**src/rtl/pipe_ripple_adder_pkg.sv**
```systemverilog
// Shared helpers for the pipelined ripple adder: chunk sizing, shape check, stage control record.
// Consumed by pipe_ripple_stage and pipe_ripple_adder.
package pipe_ripple_adder_pkg;

  localparam int DEFAULT_WIDTH  = 16;
  localparam int DEFAULT_STAGES = 4;

  // Bits handled by each pipeline stage.
  function automatic int chunk_width(input int width, input int stages);
    return width / stages;
  endfunction

  // A legal shape has at least one stage and splits WIDTH into equal non-empty chunks.
  function automatic bit shape_ok(input int width, input int stages);
    return (stages >= 1) && (width >= stages) && ((width % stages) == 0);
  endfunction

  // Control half of a stage record; the data half (partial result, remaining operands)
  // depends on WIDTH and lives beside it in the stage.
  typedef struct packed {
    logic valid;
    logic carry;
  } stage_ctrl_t;

endpackage

```
**src/rtl/pipe_ripple_stage.sv**
```systemverilog
// One pipeline stage: adds chunk IDX of the operands plus the incoming carry and registers the record.
// With PIPE_RIPPLE_ADDER_OVF_EN defined, the last stage also registers signed overflow.
module pipe_ripple_stage
  import pipe_ripple_adder_pkg::*;
#(
  parameter int WIDTH  = DEFAULT_WIDTH,
  parameter int STAGES = DEFAULT_STAGES,
  parameter int IDX    = 0
) (
  input  logic             clk,
  input  logic             rst,
  input  logic             up_valid,
  output logic             up_ready,
  input  logic             up_carry,
  input  logic [WIDTH-1:0] up_res,
  input  logic [WIDTH-1:0] up_a,
  input  logic [WIDTH-1:0] up_b,
  input  logic             dn_ready,
  output logic             dn_valid,
  output logic             dn_carry,
  output logic [WIDTH-1:0] dn_res,
  output logic [WIDTH-1:0] dn_a,
  output logic [WIDTH-1:0] dn_b,
  output logic             dn_ovf
);

  localparam int CHUNK   = chunk_width(WIDTH, STAGES);
  localparam int LO      = IDX * CHUNK;
  localparam bit IS_LAST = (IDX == STAGES - 1);

  stage_ctrl_t      ctrl_reg, ctrl_next;
  logic [WIDTH-1:0] res_reg, a_reg, b_reg;
  logic [WIDTH-1:0] res_next;
  logic [CHUNK-1:0] chunk_sum;
  logic             chunk_cout;
  logic             load;

  // Chunks at and above IDX are still zero in up_res, so OR-ing inserts this stage's chunk.
  always_comb begin
    {chunk_cout, chunk_sum} = {1'b0, up_a[LO +: CHUNK]} + {1'b0, up_b[LO +: CHUNK]}
                            + {{CHUNK{1'b0}}, up_carry};
    res_next = up_res | (WIDTH'(chunk_sum) << LO);
  end

  assign up_ready = ~ctrl_reg.valid | dn_ready;
  assign load     = up_valid & up_ready;

  always_comb begin
    ctrl_next = ctrl_reg;
    if (up_ready) begin
      ctrl_next.valid = up_valid;
    end
    if (load) begin
      ctrl_next.carry = chunk_cout;
    end
  end

  always_ff @(posedge clk or posedge rst) begin
    if (rst) begin
      ctrl_reg <= '0;
      res_reg  <= '0;
      a_reg    <= '0;
      b_reg    <= '0;
    end else begin
      ctrl_reg <= ctrl_next;
      if (load) begin
        res_reg <= res_next;
        a_reg   <= up_a;
        b_reg   <= up_b;
      end
    end
  end

  assign dn_valid = ctrl_reg.valid;
  assign dn_carry = ctrl_reg.carry;
  assign dn_res   = res_reg;
  assign dn_a     = a_reg;
  assign dn_b     = b_reg;

`ifdef PIPE_RIPPLE_ADDER_OVF_EN
  logic ovf_reg;
  if (IS_LAST) begin : g_ovf
    logic msb_cin;
    // Carry into the MSB recovered from the MSB sum bit and its two operand bits.
    assign msb_cin = up_a[WIDTH-1] ^ up_b[WIDTH-1] ^ chunk_sum[CHUNK-1];
    always_ff @(posedge clk or posedge rst) begin
      if (rst) begin
        ovf_reg <= 1'b0;
      end else if (load) begin
        ovf_reg <= msb_cin ^ chunk_cout;
      end
    end
  end else begin : g_no_ovf
    assign ovf_reg = 1'b0;
  end
  assign dn_ovf = ovf_reg;
`else
  assign dn_ovf = 1'b0;
`endif

endmodule

```
**src/rtl/pipe_ripple_adder.sv**
```systemverilog
// Pipelined WIDTH-bit add/subtract with valid/ready on both sides, one chunk per stage.
// Optional macro PIPE_RIPPLE_ADDER_OVF_EN enables the signed overflow output; otherwise ovf is 0.
module pipe_ripple_adder
  import pipe_ripple_adder_pkg::*;
#(
  parameter int WIDTH  = DEFAULT_WIDTH,
  parameter int STAGES = DEFAULT_STAGES
) (
  input  logic             clk,
  input  logic             rst,
  input  logic             in_valid,
  output logic             in_ready,
  input  logic [WIDTH-1:0] a,
  input  logic [WIDTH-1:0] b,
  input  logic             cin,
  input  logic             sub,
  output logic             out_valid,
  input  logic             out_ready,
  output logic [WIDTH-1:0] sum,
  output logic             carry,
  output logic             ovf
);

  if (!shape_ok(WIDTH, STAGES)) begin : g_bad_shape
    $error("pipe_ripple_adder: WIDTH must be a positive multiple of STAGES");
  end

  logic             v_w   [STAGES+1];
  logic             rdy_w [STAGES+1];
  logic             c_w   [STAGES+1];
  logic [WIDTH-1:0] res_w [STAGES+1];
  logic [WIDTH-1:0] a_w   [STAGES];
  logic [WIDTH-1:0] b_w   [STAGES];
  logic             ovf_last;

  // Subtraction is a + ~b + ~cin, so cin doubles as an active-high borrow-in.
  assign v_w[0]       = in_valid;
  assign in_ready     = rdy_w[0];
  assign c_w[0]       = cin ^ sub;
  assign res_w[0]     = '0;
  assign a_w[0]       = a;
  assign b_w[0]       = sub ? ~b : b;
  assign rdy_w[STAGES] = out_ready;

  for (genvar gi = 0; gi < STAGES; gi++) begin : g_stage
    if (gi == STAGES - 1) begin : g_last
      pipe_ripple_stage #(
        .WIDTH (WIDTH),
        .STAGES(STAGES),
        .IDX   (gi)
      ) u_stage (
        .clk     (clk),
        .rst     (rst),
        .up_valid(v_w[gi]),
        .up_ready(rdy_w[gi]),
        .up_carry(c_w[gi]),
        .up_res  (res_w[gi]),
        .up_a    (a_w[gi]),
        .up_b    (b_w[gi]),
        .dn_ready(rdy_w[gi+1]),
        .dn_valid(v_w[gi+1]),
        .dn_carry(c_w[gi+1]),
        .dn_res  (res_w[gi+1]),
        .dn_a    (),
        .dn_b    (),
        .dn_ovf  (ovf_last)
      );
    end else begin : g_mid
      pipe_ripple_stage #(
        .WIDTH (WIDTH),
        .STAGES(STAGES),
        .IDX   (gi)
      ) u_stage (
        .clk     (clk),
        .rst     (rst),
        .up_valid(v_w[gi]),
        .up_ready(rdy_w[gi]),
        .up_carry(c_w[gi]),
        .up_res  (res_w[gi]),
        .up_a    (a_w[gi]),
        .up_b    (b_w[gi]),
        .dn_ready(rdy_w[gi+1]),
        .dn_valid(v_w[gi+1]),
        .dn_carry(c_w[gi+1]),
        .dn_res  (res_w[gi+1]),
        .dn_a    (a_w[gi+1]),
        .dn_b    (b_w[gi+1]),
        .dn_ovf  ()
      );
    end
  end

  assign out_valid = v_w[STAGES];
  assign sum       = res_w[STAGES];
  assign carry     = c_w[STAGES];
  assign ovf       = ovf_last;

endmodule
```
**config.mk**
```make
export PLATFORM = sky130hd
export DESIGN_NAME = pipe_ripple_adder
export DESIGN_NICKNAME = d
export VERILOG_FILES = /design/src/rtl/pipe_ripple_adder_pkg.sv /design/src/rtl/pipe_ripple_stage.sv /design/src/rtl/pipe_ripple_adder.sv
export SDC_FILE = /design/constraint.sdc
export NUM_CORES = 1
export LEC_CHECK = 0
export CAP_MARGIN = 10
export CORE_UTILIZATION = 54
export CTS_CLUSTER_SIZE = 14
export DETAILED_ROUTE_END_ITERATION = 10
export GPL_TIMING_DRIVEN = 0
export PLACE_DENSITY = 0.79
export SETUP_SLACK_MARGIN = 0.1
export SYNTH_ARGS = -nofsm -noshare
export SYNTH_HDL_FRONTEND = slang
export SYNTH_SLANG_ARGS = --single-unit
```
**constraint.sdc**
```tcl
create_clock -name clk -period 4.5 [get_ports clk]
set_clock_uncertainty 0.1 [all_clocks]
set_input_delay 0.9 -clock clk [delete_from_list [all_inputs] [get_ports clk]]
set_output_delay 0.9 -clock clk [all_outputs]
set_load 0.03 [all_outputs]
```
[After elaboration in Yosys (flattened, before gate mapping)]
Index checks and enable logic that the tools add are counted.
Word-level totals
  output and inout port bits: 20
  ROM bits: 0
  bits in registers: 156
  memories kept: 0
  RAM bits: 0
  bits in latches: 0
  logic and storage cells: 44
  bits of input ports: 38
Cells by class
  reduce and logical (&&, ||, !) cells: 0
  multiply operators: 0
  shift operators: 0
  divide/modulo/power cells: 0
  equality and inequality tests: 0
  bitwise operators: 17
  muxes and demuxes: 1
  order comparisons: 0
  add/subtract/negate cells: 8
Operators with widths (count)
  adder 4 x 4 -> 5 bit: 4
  adder 5 x 1 -> 5 bit: 4
  2-to-1 mux 16 bit: 1
  NOT 16 bit: 1
  OR 16 x 12 -> 16 bit: 1
  OR 16 bit: 1
  OR 4 x 8 -> 8 bit: 1
  AND 1 bit: 4
  NOT 1 bit: 4
  OR 1 bit: 4
  XOR 1 bit: 1

[Logic depth before layout (Yosys ltp)]
  depth in word-level cells: 6
  depth in mapped cells: 8
  gate-level depth less buffers: 7

[Modules after synthesis]
A second synthesis with hierarchy kept.
Second synthesis, totals
  cells, all modules: 576
  area, all modules: 8879.8 um^2
By module, submodules not included
  pipe_ripple_stage (g_stage[0].g_mid.u_stage ...): seq. area each 1251.2 um^2, cells each 140, instances 2, area an instance 2257.2 um^2
  pipe_ripple_stage (g_stage[1].g_mid.u_stage ...): seq. area each 1251.2 um^2, cells each 138, instances 2, area an instance 2090.8 um^2
  pipe_ripple_adder: seq. area each 0.0 um^2, cells each 20, instances 1, area an instance 183.9 um^2

[Worst setup path after synthesis]
Ideal clock, no wire load.
  path kind: input port to flip-flop
  from: input sub
  to: register g_stage[0].g_mid.u_stage.ctrl_reg, in the netlist g_stage[0].g_mid.u_stage.dn_carry
  setup time: 127 ps
  required time: 4273 ps
  arrival: 2663 ps
  slack: 1610 ps
  cell stages on the path: 8
  path buffers: 2
  cells stage by stage: buf_2 buf_2 xor2_1 fa_1 fa_1 a21o_1 a21oi_1 o21ai_0
Between the ends
  word-level cells in the longest chain between the ends: 3
  elaborated cells between the ends (all ways): 4
  classes of those cells: add/sub (2); mux (1); bitwise (1)
Ends and longest elaborated chain
  from (decl): line pipe_ripple_adder.sv:16  | input logic sub,
  2-to-1 mux 16 bit: line pipe_ripple_adder.sv:42  | assign b_w[0] = sub ? ~b : b;
  adder 4 x 4 -> 5 bit: line pipe_ripple_stage.sv:40  | {chunk_cout, chunk_sum} = {1'b0, up_a[LO +: CHUNK]} + {1'b0, up_b[LO +: CHUNK]}
  adder 5 x 1 -> 5 bit *: line pipe_ripple_stage.sv:41  | + {{CHUNK{1'b0}}, up_carry};
  to (signal assigned): line pipe_ripple_stage.sv:65  | ctrl_reg <= ctrl_next;
  to (decl): line pipe_ripple_stage.sv:31  | stage_ctrl_t ctrl_reg, ctrl_next;
Every way passes the cells marked *; elsewhere a longest branch is shown, timed or not.
A chain may end at the register's enable or synchronous reset.

[Final worst setup path]
  from: input out_ready
  to: output in_ready
Between the ends
  word-level cells in the longest chain between the ends: 4
Ends and longest elaborated chain
  from (decl): line pipe_ripple_adder.sv:18  | input logic out_ready,
  OR 1 bit (4 in a row): line pipe_ripple_stage.sv:45  | assign up_ready = ~ctrl_reg.valid | dn_ready;
  to (decl): line pipe_ripple_adder.sv:12  | output logic in_ready,
Every way passes these cells.

==> flow_metrics.tcl <==
set metrics [dict create \
    async_reset_ff_share_pct 100.0 \
    required_ns 3.50 \
    hold_path_startpoint "g_stage[2].g_mid.u_stage.dn_res[10]" \
    rsz0062_at_grt "no" \
    wl_met1_microns 3303 \
    ys_seq_elements 96 \
    cts_hold_buffers 0 \
    clockBufferDepth 2 \
    postCtsSetupRepairBufs 0 \
    path_clk_slew_ns 0.09 \
    maxCapViolations 0 \
    crit_chain "clkdlybuf4s50_1 > nand4b_2 > or2_2 > clkdlybuf4s50_1" \
    fin_crit_sh_pct 78.54 \
    cts_tree "done" \
    max_freq_mhz 283.0 \
    fin_crit_ns 3.534 \
    status "completed" \
    wl_microns 7223 \
    tightest_slew_ns 0.6079 \
    ys.flop_type "dfrtp_1" \
    drc 0 \
    gr-total-overflow 0 \
    final_antenna_net_count 0 \
    cts_resized 0 \
    grt_antenna_before_repair 0 \
    clock_latency_ns 0.36 \
    seq_area_frac_synth_pct 56.97 \
    startpoint_type "primary input" \
    r2r_end "g_stage[2].g_mid.u_stage.dn_carry" \
    crit_start "out_ready" \
    hold_end "g_stage[2].g_mid.u_stage.dn_res[10]" \
    pre_cts_ws_ns 0.9799 \
    maxSlewHeadroom_pct 59.47 \
    synth.cell_area_sq_mm 0.004217 \
    ios 58 \
    ys_top_cells_by_area "dfrtp_1, mux2_2, fa_1, ha_1, o21ai_0" \
    cp-end-kind "output port" \
    critical_path_class "in -> out" \
    grtUsageTotal_pct 20.13 \
    chipHeight_microns 90.37 \
    fin_util_pct 69.41 \
    coreArea_sq_mm 0.007408 \
    syn_nets 370 \
    portBuffers 55 \
    r2r_cells 5 \
    irDropWorstVdd_mv 0.2030 \
    cpMostUsedCell "clkdlybuf4s50_1" \
    worstReg2RegStart "g_stage[1].g_mid.u_stage.dn_a[8]" \
    slew_viol_final 0 \
    fill_cells 536 \
    r2r_slack_ns 2.57 \
    drt_iter0_drc 38 \
    powerDensity_mw_per_mm2 576.1 \
    place_congestion 0.7348 \
    arrival_ns 2.53 \
    numClockSinks 96 \
    grt_max_degree 50 \
    wl_met2_microns 3508 \
    worst_slack_ns 0.9659 \
    grt_pass1_wl_microns 12610 \
    vias 2477 \
    yosys_warnings 0 \
    clockRootBuffer "clkbuf_8" \
    cp_max_fo 4 \
    top_layer "met4" \
    synth_edf_count 0 \
    via_per_inst 5.128 \
    n_antenna_cell 0 \
    hold_path_class "reg -> reg" \
    dieWidth_microns 90.37 \
    syn_inst 312 \
    num_rows 31 \
    synth_top_cell_by_area "dfrtp_1" \
    worstHoldPathCells 2 \
    wl_met3_microns 240 \
    syn_avg_cell_area_sq_um 13.51 \
    hold_viol 0 \
    die-area_sq_mm 0.008166 \
    slowest_delay_ns 0.59 \
    synth_top_cell_area_share_pct 56.97 \
    grt_pass1_vias 2650 \
    nNetsFinal 437 \
    synth.distinct_cells 22 \
    numCtsBuffers 9 \
    worst_path_max_delay_cell "clkdlybuf4s50_1" \
    drive_above_1_share_pct 23.44 \
    synthToLayoutAreaGrowth_pct 21.96 \
    dp_hpwl_microns 5353 \
    drt_pre_antenna_iters 4 \
    initial_core_util_pct 56.92 \
    setup_viol 0 \
    wl_per_cell_microns 14.95 \
    ctsHtreeMaxLevel 3 \
    p_leak_uw 0.002296 \
    final_common_cell "dfrtp_1" \
    layout_common_cells "dfrtp_1, mux2_2, clkdlybuf4s50_1" \
]
## state kept, by name, indices dropped and copies added, names as in the netlist
name                             cells
g_stage.g_mid.u_stage.dn_carry       3
g_stage.g_mid.u_stage.dn_a          24
g_stage.g_last.u_stage.dn_res       16
g_stage.g_mid.u_stage.dn_res        24
g_stage.g_mid.u_stage.dn_b          24
g_stage.g_last.u_stage.dn_valid      1
g_stage.g_mid.u_stage.dn_valid       3
g_stage.g_last.u_stage.dn_carry      1
## routing by layer
metal / GRT usage, % / up-vias
met5: 0 / -
li1: - / 1187
met3: 4.293 / 12
met2: 32.82 / 60
met1: 26.02 / 1218
met4: 9.005 / 0
## stage by stage
step                      setup TNS, ns  instance area, sq um  instances  total power (uW)  hold slack, ns
after floorplan                       0                  4217        312              2019          0.3450
after global placement           -30.54                  4891        466              2317          0.3598
after detailed placement              0                  4921        467              2380          0.3672
after CTS                             0                  5142        483              2993          0.3873
after global routing                  0                  5142        483              3157          0.4158
final                                 0                  5142        483              2963          0.3801
## worst max path at each step
| stage | to | slack, ns |
|---|---|---|
| 6_report | in_ready | 0.97 |
| 2_1_floorplan | g_stage[0].g_mid.u_stage.dn_a[10] | 0.99 |
| 5_1_grt | in_ready | 0.92 |
| 3_5_place_dp | in_ready | 0.98 |
| 4_1_cts | in_ready | 0.96 |
| 3_3_place_gp | g_stage[0].g_mid.u_stage.dn_a[6] | -0.32 |
## worst max-delay path, delay by kind of cell
family / cells / cell delay [ns]
buf+inv: 2 / 1.02
simple gates: 2 / 0.61
## Yosys cell counts, types with 2 or more instances
master and n:
dfrtp_1 96, mux2_2 56, nand2_1 29, o21ai_0 25
xnor2_1 13, ha_1 12, xor2_1 12, buf_2 10
inv_1 10, mux2_1 10, a21oi_1 9, a21o_1 8
fa_1 8, nand2b_1 4, buf_4 2, buf_6 2
## power by group
group / internal (uW) / switching [uW] / total (uW)
Clock: 327 / 292 / 619
Sequential: 1160 / 167 / 1330
Combinational: 531 / 485 / 1020
## cells by family after synthesis
group / count (synthesis) / synth area share, %
other cells: 1 / 0.08894
flops: 96 / 56.97
xor+xnor: 25 / 5.193
fa+ha+maj: 20 / 7.359
compound gates: 43 / 5.846
buf+inv: 24 / 2.967
simple gates: 37 / 3.946
mux: 66 / 17.63
## layout make-up
type                            instances  area (sq um)  share of cell area, %
Timing Repair Buffer                   56         578.1                  11.24
Clock inverter                          5         80.08                  1.557
Inverter                               10         40.04                 0.7786
Tap cell                               99         123.9                  2.409
Sequential cell                        96          2402                  46.72
Buffer                                 14         87.58                  1.703
Clock buffer                           11         141.4                  2.749
Multi-Input combinational cell        192          1689                  32.85
No activity file was read; power rests on OpenSTA's default activity.
